==> config.mk <==
export PLATFORM = sky130hd
export DESIGN_NAME = instr_fetch_queue_flat
export DESIGN_NICKNAME = d
export VERILOG_FILES = /design/src/rtl/instr_fetch_queue_if.sv /design/src/rtl/instr_fetch_queue.sv /design/src/flat_wrapper.sv
export SDC_FILE = /design/constraint.sdc
export NUM_CORES = 1
export LEC_CHECK = 0
export CAP_MARGIN = 20
export CORE_UTILIZATION = 57
export DETAILED_ROUTE_END_ITERATION = 16
export MAX_ROUTING_LAYER = met4
export PLACE_DENSITY = 0.81
export SYNTH_ARGS = -nofsm -noshare
export SYNTH_HDL_FRONTEND = slang
export SYNTH_SLANG_ARGS = --single-unit
export TNS_END_PERCENT = 50
==> constraint.sdc <==
create_clock -name clk -period 3.37 [get_ports clk]
set_clock_uncertainty 0.15 [all_clocks]
set_input_delay 0.674 -clock clk [delete_from_list [all_inputs] [get_ports clk]]
set_output_delay 0.674 -clock clk [all_outputs]
set_load 0.02 [all_outputs]
==> src/rtl/instr_fetch_queue_if.sv <==
// Fetch-queue bundle: memory request/response, redirect and the
// decoder-facing instruction handshake.
interface instr_fetch_queue_if;
   logic        fetch_req_o;
   logic [63:0] fetch_addr_o;
   logic        fetch_gnt_i;
   logic        fetch_rvalid_i;
   logic [63:0] fetch_rdata_i;
   logic        redirect_i;
   logic [63:0] redirect_pc_i;
   logic [31:0] instr_o;
   logic [63:0] instr_pc_o;
   logic        instr_valid_o;
   logic        instr_ready_i;

   modport master (
      output fetch_req_o, fetch_addr_o,
      input  fetch_gnt_i, fetch_rvalid_i, fetch_rdata_i,
      input  redirect_i, redirect_pc_i,
      output instr_o, instr_pc_o, instr_valid_o,
      input  instr_ready_i
   );

   modport slave (
      input  fetch_req_o, fetch_addr_o,
      output fetch_gnt_i, fetch_rvalid_i, fetch_rdata_i,
      output redirect_i, redirect_pc_i,
      input  instr_o, instr_pc_o, instr_valid_o,
      output instr_ready_i
   );
endinterface

==> src/rtl/instr_fetch_queue.sv <==
// Sequential instruction fetcher: one outstanding 64-bit request,
// splits doublewords into a small instruction FIFO for the decoder.
module instr_fetch_queue #(
   parameter logic [63:0] PC_RESET = 64'h0000_0000_8000_0000,
   parameter int          DEPTH    = 4
) (
   input logic clk,
   input logic rst,
   instr_fetch_queue_if.master bus
);

   localparam int AW = (DEPTH > 1) ? $clog2(DEPTH) : 1;

   typedef enum logic [1:0] {REQ, WAIT, DROP} state_e;

   state_e      state_q, state_d;
   logic [63:0] fetch_pc_q, fetch_pc_d;
   logic [63:0] req_pc_q, req_pc_d;
   logic [AW:0] count_q, count_d;
   logic [AW-1:0] wr_ptr_q, wr_ptr_d;
   logic [AW-1:0] rd_ptr_q, rd_ptr_d;
   logic [AW-1:0] wr_ptr1;
   logic [31:0] instr_q [DEPTH];
   logic [31:0] instr_d [DEPTH];
   logic [63:0] pc_q [DEPTH];
   logic [63:0] pc_d [DEPTH];

   logic       req;
   logic       pop;
   logic       push_en;
   logic [1:0] n_push;
   logic       unused_pc_bits;

   assign unused_pc_bits = ^bus.redirect_pc_i[1:0];

   // Request only while two free slots remain, so a full response fits.
   always_comb begin
      req = (state_q == REQ)
          & (count_q <= (AW+1)'(DEPTH-2))
          & ~bus.redirect_i
          & ~rst;
      pop = (count_q != '0)
          & bus.instr_ready_i
          & ~bus.redirect_i;
      push_en = (state_q == WAIT)
              & bus.fetch_rvalid_i
              & ~bus.redirect_i;
      n_push = 2'd0;
      if (push_en) begin
         n_push = req_pc_q[2] ? 2'd1 : 2'd2;
      end
   end

   assign bus.fetch_req_o   = req;
   assign bus.fetch_addr_o  = {fetch_pc_q[63:3], 3'b000};
   assign bus.instr_valid_o = (count_q != '0);
   assign bus.instr_o       = instr_q[rd_ptr_q];
   assign bus.instr_pc_o    = pc_q[rd_ptr_q];

   always_comb begin
      state_d    = state_q;
      fetch_pc_d = fetch_pc_q;
      req_pc_d   = req_pc_q;
      unique case (state_q)
         REQ: begin
            if (req & bus.fetch_gnt_i) begin
               req_pc_d = fetch_pc_q;
               state_d  = WAIT;
            end
         end
         WAIT: begin
            if (bus.fetch_rvalid_i) begin
               state_d = REQ;
               if (!bus.redirect_i) begin
                  fetch_pc_d = {req_pc_q[63:3], 3'b000}
                             + 64'd8;
               end
            end else if (bus.redirect_i) begin
               state_d = DROP;
            end
         end
         DROP: begin
            if (bus.fetch_rvalid_i) begin
               state_d = REQ;
            end
         end
         default: state_d = REQ;
      endcase
      if (bus.redirect_i) begin
         fetch_pc_d = {bus.redirect_pc_i[63:2], 2'b00};
      end
   end

   always_comb begin
      instr_d = instr_q;
      pc_d    = pc_q;
      wr_ptr1 = wr_ptr_q + 1'b1;
      if (n_push != 2'd0) begin
         instr_d[wr_ptr_q] = req_pc_q[2]
                           ? bus.fetch_rdata_i[63:32]
                           : bus.fetch_rdata_i[31:0];
         pc_d[wr_ptr_q]    = req_pc_q;
      end
      if (n_push == 2'd2) begin
         instr_d[wr_ptr1] = bus.fetch_rdata_i[63:32];
         pc_d[wr_ptr1]    = req_pc_q + 64'd4;
      end
      if (bus.redirect_i) begin
         count_d  = '0;
         wr_ptr_d = '0;
         rd_ptr_d = '0;
      end else begin
         count_d  = count_q + (AW+1)'(n_push)
                  - (AW+1)'(pop);
         wr_ptr_d = wr_ptr_q + AW'(n_push);
         rd_ptr_d = rd_ptr_q + AW'(pop);
      end
   end

   always_ff @(posedge clk) begin
      if (rst) begin
         state_q    <= REQ;
         fetch_pc_q <= PC_RESET;
         req_pc_q   <= PC_RESET;
         count_q    <= '0;
         wr_ptr_q   <= '0;
         rd_ptr_q   <= '0;
      end else begin
         state_q    <= state_d;
         fetch_pc_q <= fetch_pc_d;
         req_pc_q   <= req_pc_d;
         count_q    <= count_d;
         wr_ptr_q   <= wr_ptr_d;
         rd_ptr_q   <= rd_ptr_d;
      end
   end

   always_ff @(posedge clk) begin
      instr_q <= instr_d;
      pc_q    <= pc_d;
   end

   a_no_overflow: assert property (
      @(posedge clk) disable iff (rst)
      count_q <= (AW+1)'(DEPTH)
   );

endmodule

==> src/flat_wrapper.sv <==
// flat-port wrapper written by rule: the top's interface ports become plain ports
module instr_fetch_queue_flat 
#(
   parameter logic [63:0] PC_RESET = 64'h0000_0000_8000_0000,
   parameter int          DEPTH    = 4
)
  (clk, rst, bus_fetch_req_o, bus_fetch_addr_o, bus_fetch_gnt_i, bus_fetch_rvalid_i, bus_fetch_rdata_i, bus_redirect_i, bus_redirect_pc_i, bus_instr_o, bus_instr_pc_o, bus_instr_valid_o, bus_instr_ready_i);
  instr_fetch_queue_if bus_i ();
  input logic clk;
  input logic rst;
  output wire logic [$bits(bus_i.fetch_req_o)-1:0] bus_fetch_req_o;
  output wire logic [$bits(bus_i.fetch_addr_o)-1:0] bus_fetch_addr_o;
  input wire logic [$bits(bus_i.fetch_gnt_i)-1:0] bus_fetch_gnt_i;
  input wire logic [$bits(bus_i.fetch_rvalid_i)-1:0] bus_fetch_rvalid_i;
  input wire logic [$bits(bus_i.fetch_rdata_i)-1:0] bus_fetch_rdata_i;
  input wire logic [$bits(bus_i.redirect_i)-1:0] bus_redirect_i;
  input wire logic [$bits(bus_i.redirect_pc_i)-1:0] bus_redirect_pc_i;
  output wire logic [$bits(bus_i.instr_o)-1:0] bus_instr_o;
  output wire logic [$bits(bus_i.instr_pc_o)-1:0] bus_instr_pc_o;
  output wire logic [$bits(bus_i.instr_valid_o)-1:0] bus_instr_valid_o;
  input wire logic [$bits(bus_i.instr_ready_i)-1:0] bus_instr_ready_i;
  assign bus_fetch_req_o = bus_i.fetch_req_o;
  assign bus_fetch_addr_o = bus_i.fetch_addr_o;
  assign bus_i.fetch_gnt_i = bus_fetch_gnt_i;
  assign bus_i.fetch_rvalid_i = bus_fetch_rvalid_i;
  assign bus_i.fetch_rdata_i = bus_fetch_rdata_i;
  assign bus_i.redirect_i = bus_redirect_i;
  assign bus_i.redirect_pc_i = bus_redirect_pc_i;
  assign bus_instr_o = bus_i.instr_o;
  assign bus_instr_pc_o = bus_i.instr_pc_o;
  assign bus_instr_valid_o = bus_i.instr_valid_o;
  assign bus_i.instr_ready_i = bus_instr_ready_i;
  instr_fetch_queue #(.PC_RESET(PC_RESET), .DEPTH(DEPTH)) u_core (.clk(clk), .rst(rst), .bus(bus_i));
endmodule
==> metrics.md <==
| Metric | Value |
|---|---|
| Worst-case clock buffer depth | 3 |
| Initial antenna violation count | 2 |
| Clock-pin transition on the worst setup and hold timing paths | 0.06 ns |
| Starting Density | between 50% and 60% |
| Register area share after synthesis | about two fifths |
| Failing checks | negative setup slack |
| Critical-path cell list | buf_4, mux4_2, clkdlybuf4s50_1 |
| Root Driver | clkbuf_16 |
| Min-Delay Path Depth | 2 |
| Worst path top cell family by delay | buffers and inverters |
| Drt pass-1 iters | 6 |
| Top post-synthesis cells by area | dfxtp_1 (41%), mux4_2 (8.6%), nand2_1 (7.2%) |
| Area leader, netlist | dfxtp_1 |
| GRT overflow | 0 |
| Final Non-Filler Cells | 3704 |
| Final wirelength | between 80000 and 90000 um |
| Largest net degree at the start of global routing | ~100 |
| Layout cells sized above 1 | 15.1% |
| P_leak | between 0.01 and 0.015 uW |
| Status | finished with violations |
| Core area | 43200 sq um |
| Final period util | 100% |
| Yosys top cell area share | between 40% and 50% |
| CP max FO | 26 |
| Post-DRT Antenna Nets | 0 |
| Die Ht | about 210 um |
| Clock latency at the later pin of the worst-skew pair | between 0.6 and 0.7 ns |
| Avg Synthesized Cell Area | 8.55 sq um |
| Placed cell count | about 3600 |
| Design Area, Final | just over 30000 sq um |
| Unrepaired setup endpoints after global routing | true |
| Worst Setup Start Kind | flip-flop |
| Hold crit path type | input port to flip-flop |
| TritonCTS clock tree | built |
| Cell Pwr Density | 509 nW/um^2 |
| Worst-case reg-to-reg path depth | 5 |
| Worst Max-Slew Pin Slew | about 1.0 ns |
| Total Routing Usage GR | around two fifths |
| WP depth | 3 |
| Maximum clock rate | 0.296 GHz |
| Vias in the first global route | 24100 |
| Cell area after synthesis | roughly 25000 sq um |
| Yosys cell types | 57 |
| FF-to-FF setup slack | 0.44 ns |
| Slowest cell on crit path | dfxtp_4 |
| Clk sinks | about 520 |
| Synth top cells by count | dfxtp_1 (517), nand2_1 (478), a21oi_1 (310) |
| Final worst slack | -0.0138 ns |
| Routed length per instance | around 23 um |
| Post-synth EDFFs | 0 |
| Setup crit end kind | primary output |
| Io pins | 296 |
| Async S/R FF share, synth | 0% |
| Final #Nets | roughly 3200 |
| Area added between synthesis and finish | 21.3% |
| Die area | 44700 sq um |
| Required @ worst endpoint | between 2 and 3 ns |
| Tmin final | between 3 and 4 ns |
| DP Area | around 28000 sq um |
| Vias per cell | around 6.5 |
| Top-count cell post-synth | dfxtp_1 |
| Final GP Congestion | approximately 0.95 |
| Dpl hpwl | 54900 um |
| CTS Buf Count | between 50 and 60 |
| Place WS | a little over 0.07 ns |
| PortBufs | 290 |
| Worst path buffer plus inverter count | 2 |
| Std cell rows | between 70 and 80 |
| Max incr delay on CP | approximately 0.70 ns |
| Peak supply drop | approximately 0.00038 V |
| Setup Viol. Count Final | 1 |
| Max-Cap Viols | 0 |
| Rel. slew slack | a little under a third |
| CP Class | flip-flop to primary output |
| Max Slew Vio Count | 0 |
| Vias | approximately 24000 |
| Width of the die | 211 um |
| First-pass GRT wire length | around 130000 um |
| H-Tree Depth | 2 |
| Synth Instances | approximately 2900 |
| DRC violations left | 0 |
| YS warnings | 0 |
| #FFs+latches synth | ~520 |
| CTS Hold Bufs | 0 |
| Final hold violations | 0 |
| Critical Path AT | approximately 2.6 ns |
| Dominant synthesized flop cell | dfxtp_1 |
| Iteration-0 DRC Markers | between 2000 and 3000 |
[worst paths after layout]
path,startpoint,endpoint
worst min-delay path,bus_redirect_i,u_core.rd_ptr_q[1]$_SDFF_PP0_
worst min register to register,u_core.pc_q[103]$_DFF_P_,u_core.pc_q[103]$_DFF_P_
worst max register to register,u_core.req_pc_q[39]$_SDFFE_PP0P_,u_core.pc_q[116]$_DFF_P_
worst max-delay path,u_core.rd_ptr_q[1]$_SDFF_PP0_,bus_instr_o[29]
[sequential cells by signal (all words and copies together), names as in the netlist]
register           flops
u_core.pc_q          256
u_core.instr_q       128
u_core.fetch_pc_q     62
u_core.req_pc_q       62
u_core.count_q         3
u_core.rd_ptr_q        2
u_core.state_q         2
u_core.wr_ptr_q        2
[layer usage]
layer / track usage (%) / wire length [um] / vias up
met2: 59.8 / 40300 / 1668
met3: 7.33 / 8340 / 368
met1: 46.5 / 32300 / 11500
li1: - / - / 10700
met4: 23.6 / 5080 / 0
met5: - / 0 / -
[power by group]
part / switching, uW / internal [uW]
clock network: 2570 / 3680
logic: 1120 / 1100
registers: 356 / 6640
[worst register-to-register path, delay by kind of cell, from the launching register on]
family,cells,cell delay (ns)
compound gates,1,0.14
flops,1,0.56
simple gates,4,1.94
[through the flow]
stage | setup TNS [ns] | hold slack [ns] | utilization [%] | total power, uW
2_1_floorplan | 0 | 0.260 | - | 8350
3_3_place_gp | 0 | 0.269 | 65.9 | 9220
3_5_place_dp | 0 | 0.274 | 65.9 | 9330
4_1_cts | -0.0127 | 0.211 | 70.2 | 15400
5_1_grt | -0.0214 | 0.207 | 70.3 | 15900
6_report | -0.0138 | 0.225 | 70.3 | 15500
[cell usage in the layout (no fill, tap or decap), types with 21 or more instances in the layout]
cell type | synthesis | final
or3_1 | 65 | 65
nand3_1 | 33 | 31
dlygate4sd2_1 | 0 | 31
mux2_2 | 92 | 92
inv_1 | 23 | 23
a21oi_1 | 310 | 309
a22oi_1 | 32 | 32
mux4_2 | 96 | 96
xnor2_1 | 51 | 51
clkdlybuf4s50_1 | 0 | 236
nor2_1 | 269 | 262
nor3_1 | 49 | 49
dlymetal6s2s_1 | 0 | 21
o22ai_1 | 206 | 206
o21ai_0 | 140 | 140
a211oi_1 | 64 | 64
dfxtp_1 | 517 | 513
nand2_1 | 478 | 473
clkbuf_16 | 0 | 56
buf_12 | 0 | 24
nand4_1 | 27 | 27
buf_4 | 67 | 115
[area by class of cell]
class                           count  area (sq um)
Sequential cell                   517         10400
Timing Repair Buffer              429          4280
Inverter                           25          93.8
Fill cell                        3242         12800
Antenna cell                        1          2.50
Clock buffer                       79          1650
Multi-Input combinational cell   2050         13000
Clock inverter                     18           206
Tap cell                          585           732
[logic make-up (layout without fill, tap and decap cells)]
group | count (synthesis) | in the layout | synth area share [%]
other | 1 | 4 | 0.0150
multiplexers | 202 | 202 | 13.3
AND/OR/NAND/NOR | 1003 | 1003 | 18.1
adder cells (fa/ha/maj) | 8 | 8 | 0.430
buffers and inverters | 362 | 551 | 6.88
XOR/XNOR | 67 | 67 | 2.35
flip-flops | 517 | 517 | 41.4
AO/OA/AOI/OAI | 767 | 767 | 17.5
[repair_timing]
item / 4_1_cts / 5_1_grt
gates cloned: 0 / 0
endpoints found under the setup margin: 57 / 22
pin swaps: 0 / 0
buffers inserted: 0 / 0
resized for setup: 34 / 21
Note: power is estimated with default switching activity, not from simulation.
